**config.mk**
```make
export PLATFORM = sky130hd
export DESIGN_NAME = id_ex_pipe_stage_flat
export DESIGN_NICKNAME = d
export VERILOG_FILES = /design/src/rtl/id_ex_pkg.sv /design/src/rtl/id_ex_pipe_stage_if.sv /design/src/rtl/id_ex_pipe_stage_pipe_slot.sv /design/src/rtl/id_ex_pipe_stage.sv /design/src/flat_wrapper.sv
export SDC_FILE = /design/constraint.sdc
export NUM_CORES = 1
export LEC_CHECK = 0
export ABC_AREA = 1
export CORE_AREA = 5 5 138 140
export DETAILED_ROUTE_END_ITERATION = 8
export DIE_AREA = 0 0 143 145
export DONT_BUFFER_PORTS = 1
export GPL_TIMING_DRIVEN = 1
export PLACE_DENSITY = 0.68
export SYNTH_ARGS = -nofsm -noshare
export SYNTH_HDL_FRONTEND = slang
export SYNTH_SLANG_ARGS = --single-unit
```
**constraint.sdc**
```tcl
create_clock -name clk -period 12.2 [get_ports clk]
set_input_delay 2.44 -clock clk [delete_from_list [all_inputs] [get_ports clk]]
set_output_delay 2.44 -clock clk [all_outputs]
set_load 0.02 [all_outputs]
```
**src/rtl/id_ex_pkg.sv**
```systemverilog
// ID->EX stage shared types: decoded control bundle, bubble constant and default widths.
// Latency: n/a (types and constants only).
// Backpressure: n/a.
package id_ex_pkg;

    localparam int DATA_W_DEF     = 32;
    localparam int REG_ADDR_W_DEF = 4;
    localparam int ALUOP_W_DEF    = 3;
    localparam int NUM_SRC_DEF    = 3;
    localparam int CNT_W_DEF      = 8;

    // Decoded control bundle, MSB first: mem_to_reg .. reg_write
    typedef struct packed {
        logic                   mem_to_reg;
        logic                   mem_read;
        logic                   mem_write;
        logic [ALUOP_W_DEF-1:0] alu_op;
        logic                   alu_src;
        logic                   reg_write;
    } ctrl_t;

    // Bubble: no memory access, no register write-back
    localparam ctrl_t CTRL_NOP = '0;

endpackage

```
**src/rtl/id_ex_pipe_stage_if.sv**
```systemverilog
// ID->EX bus: decode-side push channel, EX-side pop channel, flush and stall counter.
// Latency: n/a (wiring only).
// Backpressure: valid/ready on both channels; in_ready qualifies in_valid.
interface id_ex_pipe_stage_if #(
    parameter int DATA_W     = 32,
    parameter int REG_ADDR_W = 4,
    parameter int NUM_SRC    = 3,
    parameter int CNT_W      = 8
);
    import id_ex_pkg::*;

    logic                      flush;

    logic                      in_valid;
    logic                      in_ready;
    ctrl_t                     in_ctrl;
    logic [DATA_W-1:0]         in_pc;
    logic [NUM_SRC*DATA_W-1:0] in_rd;
    logic [REG_ADDR_W-1:0]     in_dst;
    logic [DATA_W-1:0]         in_imm;

    logic                      out_valid;
    logic                      out_ready;
    ctrl_t                     out_ctrl;
    logic [DATA_W-1:0]         out_pc;
    logic [NUM_SRC*DATA_W-1:0] out_rd;
    logic [REG_ADDR_W-1:0]     out_dst;
    logic [DATA_W-1:0]         out_imm;

    logic [CNT_W-1:0]          stall_cnt;

    // Pipeline stage side
    modport slave (
        input  flush,
        input  in_valid, in_ctrl, in_pc, in_rd, in_dst, in_imm,
        output in_ready,
        output out_valid, out_ctrl, out_pc, out_rd, out_dst, out_imm,
        input  out_ready,
        output stall_cnt
    );

    // Decode/EX environment side
    modport master (
        output flush,
        output in_valid, in_ctrl, in_pc, in_rd, in_dst, in_imm,
        input  in_ready,
        input  out_valid, out_ctrl, out_pc, out_rd, out_dst, out_imm,
        output out_ready,
        input  stall_cnt
    );

endinterface

```
**src/rtl/id_ex_pipe_stage_pipe_slot.sv**
```systemverilog
// One ID->EX payload register with its valid bit; load and clear controls, clear wins.
// Latency: one falling edge from load to q_valid.
// Backpressure: none inside; the parent decides when to load or clear.
module pipe_slot
    import id_ex_pkg::*;
#(
    parameter int DATA_W     = 32,
    parameter int REG_ADDR_W = 4,
    parameter int NUM_SRC    = 3
) (
    input  logic                      clk,
    input  logic                      rst,
    input  logic                      load,
    input  logic                      clear,
    input  ctrl_t                     d_ctrl,
    input  logic [DATA_W-1:0]         d_pc,
    input  logic [NUM_SRC*DATA_W-1:0] d_rd,
    input  logic [REG_ADDR_W-1:0]     d_dst,
    input  logic [DATA_W-1:0]         d_imm,
    output logic                      q_valid,
    output ctrl_t                     q_ctrl,
    output logic [DATA_W-1:0]         q_pc,
    output logic [NUM_SRC*DATA_W-1:0] q_rd,
    output logic [REG_ADDR_W-1:0]     q_dst,
    output logic [DATA_W-1:0]         q_imm
);

    // Occupancy: clear (flush or pop) beats a load in the same edge
    always_ff @(negedge clk or posedge rst) begin
        if (rst) begin
            q_valid <= 1'b0;
        end else if (clear) begin
            q_valid <= 1'b0;
        end else if (load) begin
            q_valid <= 1'b1;
        end
    end

    // Payload: captured only by a load that survives; otherwise holds its last value
    always_ff @(negedge clk or posedge rst) begin
        if (rst) begin
            q_ctrl <= CTRL_NOP;
            q_pc   <= '0;
            q_rd   <= '0;
            q_dst  <= '0;
            q_imm  <= '0;
        end else if (load && !clear) begin
            q_ctrl <= d_ctrl;
            q_pc   <= d_pc;
            q_rd   <= d_rd;
            q_dst  <= d_dst;
            q_imm  <= d_imm;
        end
    end

endmodule

```
**src/rtl/id_ex_pipe_stage.sv**
```systemverilog
// Elastic ID->EX pipeline register with flush, bubble masking and saturating stall counter.
// Latency: one falling edge from accept to out_valid; full throughput on simultaneous pop/push.
// Backpressure: in_ready = !out_valid || out_ready; with ID_EX_SKID_BUFFER_EN a skid entry makes it registered (!skid_valid).
module id_ex_pipe_stage
    import id_ex_pkg::*;
#(
    parameter int DATA_W     = DATA_W_DEF,
    parameter int REG_ADDR_W = REG_ADDR_W_DEF,
    parameter int ALUOP_W    = ALUOP_W_DEF,
    parameter int NUM_SRC    = NUM_SRC_DEF,
    parameter int CNT_W      = CNT_W_DEF
) (
    input  logic              clk,
    input  logic              rst,
    id_ex_pipe_stage_if.slave bus
);

    // The control bundle layout is fixed by the shared package
    if (ALUOP_W != ALUOP_W_DEF) begin : g_aluop_chk
        $error("id_ex_pipe_stage: ALUOP_W must match id_ex_pkg::ALUOP_W_DEF");
    end

    localparam logic [CNT_W-1:0] CNT_MAX = {CNT_W{1'b1}};

    logic                      in_ready;
    logic                      push;
    logic                      pop;

    logic                      h_load;
    logic                      h_clear;
    ctrl_t                     hd_ctrl;
    logic [DATA_W-1:0]         hd_pc;
    logic [NUM_SRC*DATA_W-1:0] hd_rd;
    logic [REG_ADDR_W-1:0]     hd_dst;
    logic [DATA_W-1:0]         hd_imm;

    logic                      h_valid;
    ctrl_t                     h_ctrl;
    logic [DATA_W-1:0]         h_pc;
    logic [NUM_SRC*DATA_W-1:0] h_rd;
    logic [REG_ADDR_W-1:0]     h_dst;
    logic [DATA_W-1:0]         h_imm;

    logic [CNT_W-1:0]          stall_cnt;

    assign pop  = h_valid && bus.out_ready;
    assign push = bus.in_valid && in_ready;

`ifdef ID_EX_SKID_BUFFER_EN
    logic                      s_load;
    logic                      s_clear;
    logic                      s_valid;
    ctrl_t                     s_ctrl;
    logic [DATA_W-1:0]         s_pc;
    logic [NUM_SRC*DATA_W-1:0] s_rd;
    logic [REG_ADDR_W-1:0]     s_dst;
    logic [DATA_W-1:0]         s_imm;

    // A full skid slot is the only thing that blocks decode, so in_ready is a flop output
    assign in_ready = !s_valid;

    // With the skid occupied no push can happen; the head refills from the skid on pop.
    // Otherwise the head takes the push when it is empty or being popped.
    assign h_load  = s_valid ? pop : (push && (!h_valid || pop));
    assign h_clear = bus.flush || (pop && !h_load);
    // A push that arrives while the head is stalled lands in the skid
    assign s_load  = push && h_valid && !pop;
    assign s_clear = bus.flush || (s_valid && pop);

    assign hd_ctrl = s_valid ? s_ctrl : bus.in_ctrl;
    assign hd_pc   = s_valid ? s_pc   : bus.in_pc;
    assign hd_rd   = s_valid ? s_rd   : bus.in_rd;
    assign hd_dst  = s_valid ? s_dst  : bus.in_dst;
    assign hd_imm  = s_valid ? s_imm  : bus.in_imm;

    pipe_slot #(
        .DATA_W     (DATA_W),
        .REG_ADDR_W (REG_ADDR_W),
        .NUM_SRC    (NUM_SRC)
    ) u_skid (
        .clk     (clk),
        .rst     (rst),
        .load    (s_load),
        .clear   (s_clear),
        .d_ctrl  (bus.in_ctrl),
        .d_pc    (bus.in_pc),
        .d_rd    (bus.in_rd),
        .d_dst   (bus.in_dst),
        .d_imm   (bus.in_imm),
        .q_valid (s_valid),
        .q_ctrl  (s_ctrl),
        .q_pc    (s_pc),
        .q_rd    (s_rd),
        .q_dst   (s_dst),
        .q_imm   (s_imm)
    );
`else
    // Single entry: accept when empty or when the current entry leaves this edge
    assign in_ready = !h_valid || bus.out_ready;

    assign h_load  = push;
    assign h_clear = bus.flush || (pop && !push);

    assign hd_ctrl = bus.in_ctrl;
    assign hd_pc   = bus.in_pc;
    assign hd_rd   = bus.in_rd;
    assign hd_dst  = bus.in_dst;
    assign hd_imm  = bus.in_imm;
`endif

    pipe_slot #(
        .DATA_W     (DATA_W),
        .REG_ADDR_W (REG_ADDR_W),
        .NUM_SRC    (NUM_SRC)
    ) u_head (
        .clk     (clk),
        .rst     (rst),
        .load    (h_load),
        .clear   (h_clear),
        .d_ctrl  (hd_ctrl),
        .d_pc    (hd_pc),
        .d_rd    (hd_rd),
        .d_dst   (hd_dst),
        .d_imm   (hd_imm),
        .q_valid (h_valid),
        .q_ctrl  (h_ctrl),
        .q_pc    (h_pc),
        .q_rd    (h_rd),
        .q_dst   (h_dst),
        .q_imm   (h_imm)
    );

    // Count edges where EX holds back a valid entry; sticks at max, only rst clears it
    always_ff @(negedge clk or posedge rst) begin
        if (rst) begin
            stall_cnt <= '0;
        end else if (h_valid && !bus.out_ready && stall_cnt != CNT_MAX) begin
            stall_cnt <= stall_cnt + CNT_W'(1);
        end
    end

    assign bus.in_ready  = in_ready;
    assign bus.out_valid = h_valid;
    // Bubbles never carry memory or write-back side effects
    assign bus.out_ctrl  = h_valid ? h_ctrl : CTRL_NOP;
    assign bus.out_pc    = h_pc;
    assign bus.out_rd    = h_rd;
    assign bus.out_dst   = h_dst;
    assign bus.out_imm   = h_imm;
    assign bus.stall_cnt = stall_cnt;

endmodule

```
**src/flat_wrapper.sv**
```systemverilog
// flat-port wrapper written by rule: the top's interface ports become plain ports
module id_ex_pipe_stage_flat import id_ex_pkg::*;
#(
    parameter int DATA_W     = DATA_W_DEF,
    parameter int REG_ADDR_W = REG_ADDR_W_DEF,
    parameter int ALUOP_W    = ALUOP_W_DEF,
    parameter int NUM_SRC    = NUM_SRC_DEF,
    parameter int CNT_W      = CNT_W_DEF
)
  (clk, rst, bus_flush, bus_in_valid, bus_in_ctrl, bus_in_pc, bus_in_rd, bus_in_dst, bus_in_imm, bus_in_ready, bus_out_valid, bus_out_ctrl, bus_out_pc, bus_out_rd, bus_out_dst, bus_out_imm, bus_out_ready, bus_stall_cnt);
  id_ex_pipe_stage_if #(.DATA_W(DATA_W), .REG_ADDR_W(REG_ADDR_W), .NUM_SRC(NUM_SRC), .CNT_W(CNT_W)) bus_i ();
  input  logic clk;
  input  logic rst;
  input wire logic [$bits(bus_i.flush)-1:0] bus_flush;
  input wire logic [$bits(bus_i.in_valid)-1:0] bus_in_valid;
  input wire logic [$bits(bus_i.in_ctrl)-1:0] bus_in_ctrl;
  input wire logic [$bits(bus_i.in_pc)-1:0] bus_in_pc;
  input wire logic [$bits(bus_i.in_rd)-1:0] bus_in_rd;
  input wire logic [$bits(bus_i.in_dst)-1:0] bus_in_dst;
  input wire logic [$bits(bus_i.in_imm)-1:0] bus_in_imm;
  output wire logic [$bits(bus_i.in_ready)-1:0] bus_in_ready;
  output wire logic [$bits(bus_i.out_valid)-1:0] bus_out_valid;
  output wire logic [$bits(bus_i.out_ctrl)-1:0] bus_out_ctrl;
  output wire logic [$bits(bus_i.out_pc)-1:0] bus_out_pc;
  output wire logic [$bits(bus_i.out_rd)-1:0] bus_out_rd;
  output wire logic [$bits(bus_i.out_dst)-1:0] bus_out_dst;
  output wire logic [$bits(bus_i.out_imm)-1:0] bus_out_imm;
  input wire logic [$bits(bus_i.out_ready)-1:0] bus_out_ready;
  output wire logic [$bits(bus_i.stall_cnt)-1:0] bus_stall_cnt;
  assign bus_i.flush = bus_flush;
  assign bus_i.in_valid = bus_in_valid;
  assign bus_i.in_ctrl = bus_in_ctrl;
  assign bus_i.in_pc = bus_in_pc;
  assign bus_i.in_rd = bus_in_rd;
  assign bus_i.in_dst = bus_in_dst;
  assign bus_i.in_imm = bus_in_imm;
  assign bus_in_ready = bus_i.in_ready;
  assign bus_out_valid = bus_i.out_valid;
  assign bus_out_ctrl = bus_i.out_ctrl;
  assign bus_out_pc = bus_i.out_pc;
  assign bus_out_rd = bus_i.out_rd;
  assign bus_out_dst = bus_i.out_dst;
  assign bus_out_imm = bus_i.out_imm;
  assign bus_i.out_ready = bus_out_ready;
  assign bus_stall_cnt = bus_i.stall_cnt;
  id_ex_pipe_stage #(.DATA_W(DATA_W), .REG_ADDR_W(REG_ADDR_W), .ALUOP_W(ALUOP_W), .NUM_SRC(NUM_SRC), .CNT_W(CNT_W)) u_core (.clk(clk), .rst(rst), .bus(bus_i));
endmodule
```
; Yosys cells after proc, flatten, opt, wreduce, memory -nomap -nowiden
; Cells that the tools add are included.
[classes]
n_addsub = 1
n_mul = 0
div = 0
n_lt_le_gt_ge = 0
eq_ne = 1
n_shift = 0
mux = 3
bitwise = 0
n_reduce_logical = 13
[ops]
columns = operator, n
row1 = "adder 8 x 1 -> 8 bit, second input constant", 1
row2 = 2-to-1 mux 8 bit, 1
row3 = "!= test 8 bit, second input constant", 1
row4 = logical AND 1 bit, 6
row5 = zero test 1 bit, 4
row6 = logical OR 1 bit, 2
row7 = 2-to-1 mux 1 bit, 2
row8 = nonzero test 2 bit, 1
[word_totals]
ff_bits = 181
latch_bits = 0
ram_bits = 0
mem_bits_ro = 0
in_bits = 177
output_inout_bits = 182
elab_cells = 30
mem_count = 0

; Logic depth before layout (Yosys ltp)
[depth]
ltp_word = 8
depth_mapped = 9
ltp_nobuf = 8

; Cells and area by module
; A second synthesis with hierarchy kept.
[hier_totals]
cells_unflattened = 837
hier_area_um2 = 7430.9
[by_module_without_submodules]
columns = mod, n_inst, cells_per_inst, area_each_um2, seq_area_each_um2
row1 = pipe_slot, 1, 751, 6861.6, 4329.2
row2 = id_ex_pipe_stage, 1, 86, 569.3, 200.2

==> out/metrics.yaml <==
run_status: "completed"
timing.hold.worst_path_depth: 2
post_drt_via_cell_ratio: 5.126
holdPathEnd: "u_core.u_head.q_ctrl[3]"
core.rowCount: 49
final_tns_setup_ns: 0
synth_nets: 1011
post_cts_hold_buffer_count: 0
max_cap_violations: 0
regToRegSetupSlack_ns: 9.50
rr_worst_depth: 6
synthTopCellsByArea: "dfrtn_1 62%, nand2_1 20%, nand3_1 12%"
cts_tree: "yes"
worst-slew-pin-transition_ns: 1.080
floorplan.io_pins: 359
path_cells: "inv_2 > nor2_4 > inv_6"
most_frequent_cell_after_synthesis: "nand2_1"
yosys_register_bits: 181
critical_path.reg2reg.endpoint: "u_core.u_head.q_rd[4]"
cpLargestDelayFamily: "buffers and inverters"
synth.lib_cells_used.distinct: 21
worst-endpoint-arrival_ns: 7.86
postRouteWirelength_um: 19780
overflow: 0
drt_iter0_drc: 253
tritoncts.num_buffers: 17
cp.required_ns: 9.76
initial_core_util_pct: 41.44
synth-warning-count: 0
vdd_ir_drop_max_v: 0.00008704
floorplan.die.width_um: 143
routability_driven_placement_congestion_ratio: 0.7671
clock_root_buffer: "clkbuf_16"
globalRouteTotalUtil_pct: 18.48
insertedDiodeCount: 0
cts_max_level: 4
finalHoldViolations: 0
number_of_enable_type_register_cells_in_the_synthesized_netlist: 0
critPathKind: "register to primary output"
holdCritPathClass: "register to register"
placed_cells: 1009
cts_buffer_depth: 2
layout.cells.non_filler: 1041
rsz0062_at_grt: "no"
layout-drive-gt1-share_pct: 5.419
worstSetupEndpointType: "primary output"
first_global_vias: 5252
synth-main-ff-cell: "dfrtn_1"
synth.avg_cell_area_um2: 8.815
drc_errors: 0
area_overhead_of_the_layout_relative_to_synthesis_pct: 9.099
worstReg2RegStart: "u_core.u_head.q_valid"
leakage_power_uw: 0.004263
die_height_um: 145
final_net_count: 977
min_delay_startpoint: "u_core.u_head.q_ctrl[3]"
startpoint_type: "register"
power_density_mw_per_mm2: 198.0
post_cts_resize_count: 0
finalClockSkew_ns: 0.007292
critPathBufInv: 2
synth_top_cell_by_area: "dfrtn_1"
netlist_area_mm2: 0.007343
floorplan.core_area_mm2: 0.01772
die_area_mm2: 0.02074
detail_route.first_pass.iterations: 5
number_of_setup_buffers_added_after_cts: 0
crit_path_max_fanout: 109
ys_seq_area_share_pct: 61.68
cts.reportedPaths.clkPinSlew_ns: 0.05
postSynthCellCount: 833
maxSlewViolCount: 0
clock_latency_ns: 0.40
first_pass_grt_wire_length_um: 30420
finalSetupViolCount: 0
detailroute.via_count: 5336
detailedPlacementHpwl_um: 13400
slowest_delay_ns: 0.54
routedWlPerCell_um: 19.00
grt_start_max_net_pins: 173
grt_antenna_before_repair: 0
numPortBuffers: 0
antenna_violating_nets_post_route: 0
clock_sinks: 181
yosys.area.top_type_share_pct: 61.68
synth-async-reset-ratio_pct: 100.0
postLayoutCoreUtil_pct: 45.22
synth.top_cells.by_count: "382 x nand2_1, 181 x dfrtn_1, 177 x nand3_1"
slew_headroom_pct: 27.98
cell_at_the_slowest_stage_of_the_critical_path: "dfrtn_1"
[placed cells by master, fill, tap and decap left out]
master / instances
a21oi_1: 1
ha_1: 1
inv_8: 4
nand3_1: 177
clkbuf_8: 1
clkinv_2: 1
nor2_1: 6
nand2_2: 1
clkinvlp_4: 3
clkinv_4: 2
inv_6: 3
inv_2: 2
buf_12: 3
dfrtn_1: 181
nor2_4: 2
o21ai_0: 1
xnor2_1: 2
clkbuf_16: 17
bufinv_16: 1
nand2_8: 1
buf_4: 1
nand4_1: 1
inv_1: 15
clkinv_8: 2
xor2_1: 1
nand2_1: 382
[worst max-delay path by stage]
stage / endpoint / slack, ns / depth (start not counted) / from
4_1_cts: bus_in_ready / 1.85 / 3 / u_core.u_head.q_valid
2_1_floorplan: u_core.bus.stall_cnt[0] / 1.46 / 1 / rst
3_5_place_dp: u_core.u_head.q_imm[30] / 1.62 / 5 / bus_out_ready
5_1_grt: bus_in_ready / 1.79 / 3 / u_core.u_head.q_valid
3_3_place_gp: u_core.u_head.q_rd[55] / 1.66 / 5 / bus_out_ready
6_report: bus_in_ready / 1.90 / 3 / u_core.u_head.q_valid
[power by group]
| part | switching, uW | total (uW) | internal (uW) | leakage [uW] |
|---|---|---|---|---|
| sequential | 189 | 887 | 698 | 0.00225 |
| clock | 261 | 559 | 298 | 0.000290 |
| combinational | 91.6 | 140 | 48.2 | 0.00173 |
| total | 542 | 1590 | 1040 | 0.00426 |
[cells by family after synthesis]
kind of cell               synth area share (%)
and+or+nand+nor                           32.46
DFF                                       61.68
buffers and inverters                     5.197
xor gates and xnor gates                 0.3579
AOI/OAI and AO/OA                        0.1362
adders and majority gates                0.1704
[worst reg2reg max path: cells and delay by family, from the launching register on]
| kind | cells | cell delay (ns) |
|---|---|---|
| buffers and inverters | 2 | 0.69 |
| AND/OR/NAND/NOR | 4 | 1.32 |
| flip-flops | 1 | 0.54 |
[layout make-up]
cell class	instances	area [um2]
flip-flops and latches	181	4529
clock inverters	14	162.7
well taps	229	286.5
inverters	19	80.08
clock buffers	18	439.2
repair buffers	4	67.56
multi-input cells	576	2446
fillers	1728	9707
[metrics by stage]
stage / instance area [um2] / hold slack (ns) / worst slack, ns / total power [uW]
floorplan: 7347 / 0.4028 / 1.462 / 989.0
global placement: 7410 / 0.4161 / 1.659 / 1037
detailed placement: 7410 / 0.4186 / 1.618 / 1044
CTS: 8011 / 0.4201 / 1.847 / 1606
global route: 8011 / 0.4322 / 1.790 / 1663
finish: 8011 / 0.4209 / 1.902 / 1587
[per-layer routing]
metal	global-route usage (%)	vias up	part of all wire (%)
li1	-	2570	-
met1	22.68	2494	39
met2	29.91	260	49
met3	7.930	12	12
met4	4.943	0	1.0
met5	0	-	0
[sequential cells by signal, indices dropped and copies added, names as in the netlist]
name                   flops
u_core.u_head.q_valid      1
u_core.u_head.q_dst        4
u_core.u_head.q_pc        32
u_core.u_head.q_ctrl       8
u_core.bus.stall_cnt       8
u_core.u_head.q_imm       32
u_core.u_head.q_rd        96
Power figures use the tool's default switching activity.
